**config.mk**
```make
export PLATFORM = sky130hd
export DESIGN_NAME = csa_resolver
export DESIGN_NICKNAME = d
export VERILOG_FILES = /design/src/rtl/csa_resolver.sv
export SDC_FILE = /design/constraint.sdc
export NUM_CORES = 1
export LEC_CHECK = 0
export CORE_MARGIN = 2
export CORE_UTILIZATION = 44
export DETAILED_ROUTE_END_ITERATION = 6
export HOLD_SLACK_MARGIN = 0.15
export MAX_ROUTING_LAYER = met4
export PLACE_DENSITY = 0.73
export SKIP_CTS_REPAIR_TIMING = 1
export SYNTH_ARGS = -nofsm -noshare
export SYNTH_HDL_FRONTEND = slang
export SYNTH_SLANG_ARGS = --single-unit
```
**constraint.sdc**
```tcl
create_clock -name clk -period 2.3 [get_ports clk]
set_input_delay 0.69 -clock clk [delete_from_list [all_inputs] [get_ports clk]]
set_output_delay 0.69 -clock clk [all_outputs]
set_load 0.1 [all_outputs]
```
**src/rtl/csa_resolver.sv**
```systemverilog
// csa_resolver: resolves a carry-save pair to binary, CHUNK bits per cycle.
// Ripple carry between chunks is held in a flop to keep the critical path short.
module csa_resolver #(
  parameter int N     = 8,
  parameter int CHUNK = 4
) (
  input  logic           clk,
  input  logic           rst,
  input  logic           in_valid,
  output logic           in_ready,
  input  logic [N-1:0]   in_sum,
  input  logic [N-1:0]   in_carry,
  output logic           out_valid,
  input  logic           out_ready,
  output logic [N+1:0]   out_result,
  output logic           busy
);

  localparam int W      = N + 2;
  localparam int PASSES = (W + CHUNK - 1) / CHUNK;
  localparam int P      = PASSES * CHUNK;
  localparam int CW     = (PASSES > 1) ? $clog2(PASSES) : 1;

  localparam logic [1:0] IDLE = 2'd0;
  localparam logic [1:0] RUN  = 2'd1;
  localparam logic [1:0] DONE = 2'd2;

  logic [1:0]     state;
  logic [P-1:0]   a_reg;
  logic [P-1:0]   b_reg;
  logic [P-1:0]   res_reg;
  logic           carry;
  logic [CW-1:0]  pass_cnt;
  logic [31:0]    base;
  logic [CHUNK:0] slice;
  logic           unused_bits;

  assign in_ready   = (state == IDLE);
  assign busy       = (state != IDLE);
  assign out_result = res_reg[W-1:0];

  // Bits above W are provably zero; they exist only to pad the last chunk.
  assign unused_bits = ^res_reg;

  // Current chunk sum: A slice + B slice + ripple carry from previous pass.
  assign base  = 32'(pass_cnt) * 32'(CHUNK);
  assign slice = {1'b0, a_reg[base +: CHUNK]}
               + {1'b0, b_reg[base +: CHUNK]}
               + {{CHUNK{1'b0}}, carry};

  // Control FSM plus operand, carry and result registers.
  always_ff @(posedge clk) begin
    if (rst) begin
      state     <= IDLE;
      a_reg     <= '0;
      b_reg     <= '0;
      res_reg   <= '0;
      carry     <= 1'b0;
      pass_cnt  <= '0;
      out_valid <= 1'b0;
    end else begin
      case (state)
        IDLE: begin
          if (in_valid) begin
            a_reg    <= P'(in_sum);
            b_reg    <= P'({in_carry, 1'b0});
            carry    <= 1'b0;
            pass_cnt <= '0;
            state    <= RUN;
          end
        end
        RUN: begin
          res_reg[base +: CHUNK] <= slice[CHUNK-1:0];
          carry <= slice[CHUNK];
          if (pass_cnt == CW'(PASSES - 1)) begin
            state     <= DONE;
            out_valid <= 1'b1;
          end else begin
            pass_cnt <= pass_cnt + CW'(1);
          end
        end
        DONE: begin
          if (out_ready) begin
            out_valid <= 1'b0;
            state     <= IDLE;
          end
        end
        default: begin
          state     <= IDLE;
          out_valid <= 1'b0;
        end
      endcase
    end
  end

endmodule

```
==> flow_summary.yaml <==
run_status:
  status: "finished, final reports clean"
cells_and_area:
  mostFrequentLayoutCell: "nand2_1"
  layout-drive-gt1-share_pct: 14.9
  nets: 244
  largest_register_ffs: 10
  area_growth_pct: 25.9
  mostFrequentLayoutCells: "nand2_1 (41), dfxtp_1 (30), a21oi_1 (19), clkdlybuf4s50_1 (19), nor2_1 (18)"
  diodes: 0
detailed_routing:
  viasPerCell: 5.09
  vias: 1329
  avgRoutedWirePerCell_um: 12.3
  first_pass_iters: 4
  drt_iter0_drc: 78
  drc: 0
  routed_wl_um: 3200
  ant_nets: 0
sta:
  post-route-period-util_pct: 91.1
  maxSlewViolCount: 0
  min_period_ps: 2100
  max_slew.worst_pin.slew_ps: 478
  clock.fmax_ghz: 0.477
  slew-limit-headroom_pct: 68.1
  rsz0062_at_grt: "no"
  hold_viol_final: 0
  worst_clock_skew_ps: 5.34
  setup_viol_count_final: 0
  tns_ps: 0
synth:
  netlist_instances: 181
  synth_nets: 211
  synth_async_sr_flop_share_pct: 0
  synth-seq-cells: 32
  ys.flop_type: "dfxtp_1"
  yosysSeqAreaShare_pct: 41.0
  yosys_warnings: 0
  avgSynthCellArea_um2: 8.63
  synth_edf_count: 0
  syn_area_um2: 1560
  ys_types: 35
pwr:
  p_sw_mw: 0.362
  p_leak_nw: 0.836
  switching_share_pct: 30.2
  power_frac_seq_pct: 50.2
  p_int_mw: 0.837
  power_density_nw_per_um2: 610
  p_comb_share_pct: 21.7
  p_total_mw: 1.20
  peakVddDrop_mv: 0.301
  p_clk_share_pct: 28.2
critical_path:
  r2r.worst_path.cells: 9
  critPathMaxFanout: 6
  cp_slowest_cell: "fa_1"
  worstSetupPathType: "reg -> reg"
  r2r-end: "carry"
  worstPathArrival_ps: 2330
  worstPathCellList: "inv_1 -> and3_1 -> a31oi_1 -> fa_1 -> inv_1 -> fa_1 -> a21o_1 -> a211oi_1 -> nor3_1"
  cp_slowest_stage_delay_ps: 400
  crit_path_start_kind: "flop"
  worstPathRequired_ps: 2530
  crit_start: "pass_cnt[0]"
  r2r_setup_slack_ps: 200
  crit-reg2reg-launch: "pass_cnt[0]"
  crit_path_end_kind: "flop"
placement:
  place_congestion: 0.898
  place_hpwl_um: 2510
  io_buffers: 32
global_route:
  grt_max_degree: 21
  track_usage_pct: 18.3
  grt_pass1_vias: 1274
  grt_pass1_wl_um: 5590
  grt-ovfl-total: 0
  grt_antenna_before_repair: 0
min_path:
  min_to: "out_valid"
  hold_path.class: "reg -> reg"
  worstHoldPathCells: 2
  worstHoldStart: "out_valid"
clocking:
  cts_buffers: 5
  cts_max_level: 2
  clock-sinks: 32
  clk_pin_slew_ps: 90
  clockRootBuffer: "clkbuf_4"
  clock_latency_ps: 340
  cts_tree: "built"
  clk_path_buf_depth: 2
die:
  start_util_pct: 46.4
  die_w_um: 63.6
  die_h_um: 63.6
  dieArea_um2: 4040
  rows: 21
  pin_count: 33
  coreArea_um2: 3360
job:
  maxCapViolCount: 0
-- worst max path at each step --
stage,endpoint,cells past startpoint,slack [ps]
global route,carry,9,30
floorplan,busy,3,70
CTS,carry,8,110
detailed placement,res_reg[7],8,120
finish,carry,9,200
global placement,carry,8,230
-- routing by layer --
metal,GRT usage [%],share of wire [%]
met1,20.0,42
met2,30.7,51
met3,6.79,6.1
met4,6.25,1.6
met5,-,0
-- synthesized netlist by cell type (all sizes together) (2+ instances only) --
library cell	n	area, µm²
nand2	42	160
dfxtp	32	641
a21oi	20	104
nor2	19	71.3
a22oi	9	67.6
ha	8	100
inv	7	26.3
mux2i	7	70.1
buf	5	46.3
clkbuf	5	18.8
nand3b	3	35.0
a21o	2	15.0
a31oi	2	12.5
fa	2	40.0
nor3	2	10.0
nor3b	2	26.3
xor2	2	17.5
-- through the flow --
stage	setup WS, ps	instances	hold WS (ps)	utilization (%)	area, µm²
CTS	112	261	462	58.4	1960
floorplan	69.1	181	432	-	1570
finish	205	261	458	58.4	1970
global route	29.5	261	478	58.4	1970
global placement	226	253	442	56.6	1900
detailed placement	118	253	449	56.6	1900
-- power groups by stage --
stage | Sequential [mW] | Combinational [mW] | Clock (mW)
after floorplan | 0.628 | 0.165 | 0
final | 0.602 | 0.260 | 0.338
after global placement | 0.613 | 0.254 | 0
after global routing | 0.606 | 0.284 | 0.375
after detailed placement | 0.614 | 0.260 | 0
after CTS | 0.601 | 0.261 | 0.341
-- critical path, delay by kind of cell, from the launching register on --
family                     cells  cell delay, ps
buffers and inverters          2             180
adders and majority gates      2             600
and+or+nand+nor                2             220
DFF                            1             390
AOI/OAI and AO/OA              3             600
-- logic make-up after synthesis --
group	count (synthesis)	synth area share, %
AO/OA/AOI/OAI	37	14.6
buffers and inverters	17	5.85
flip-flops	32	41.0
adder cells (fa/ha/maj)	10	8.97
AND/OR/NAND/NOR	75	23.2
XOR/XNOR	2	1.12
multiplexers	8	5.21
-- layout make-up --
type | instances | area (µm²)
sequential | 32 | 643
timing repair buffer | 36 | 343
fill | 317 | 1400
multi-input combinational | 132 | 837
clock buffer | 8 | 58.8
inverter | 7 | 26.3
tap | 46 | 57.6
Note: power is estimated with default switching activity, not from simulation.
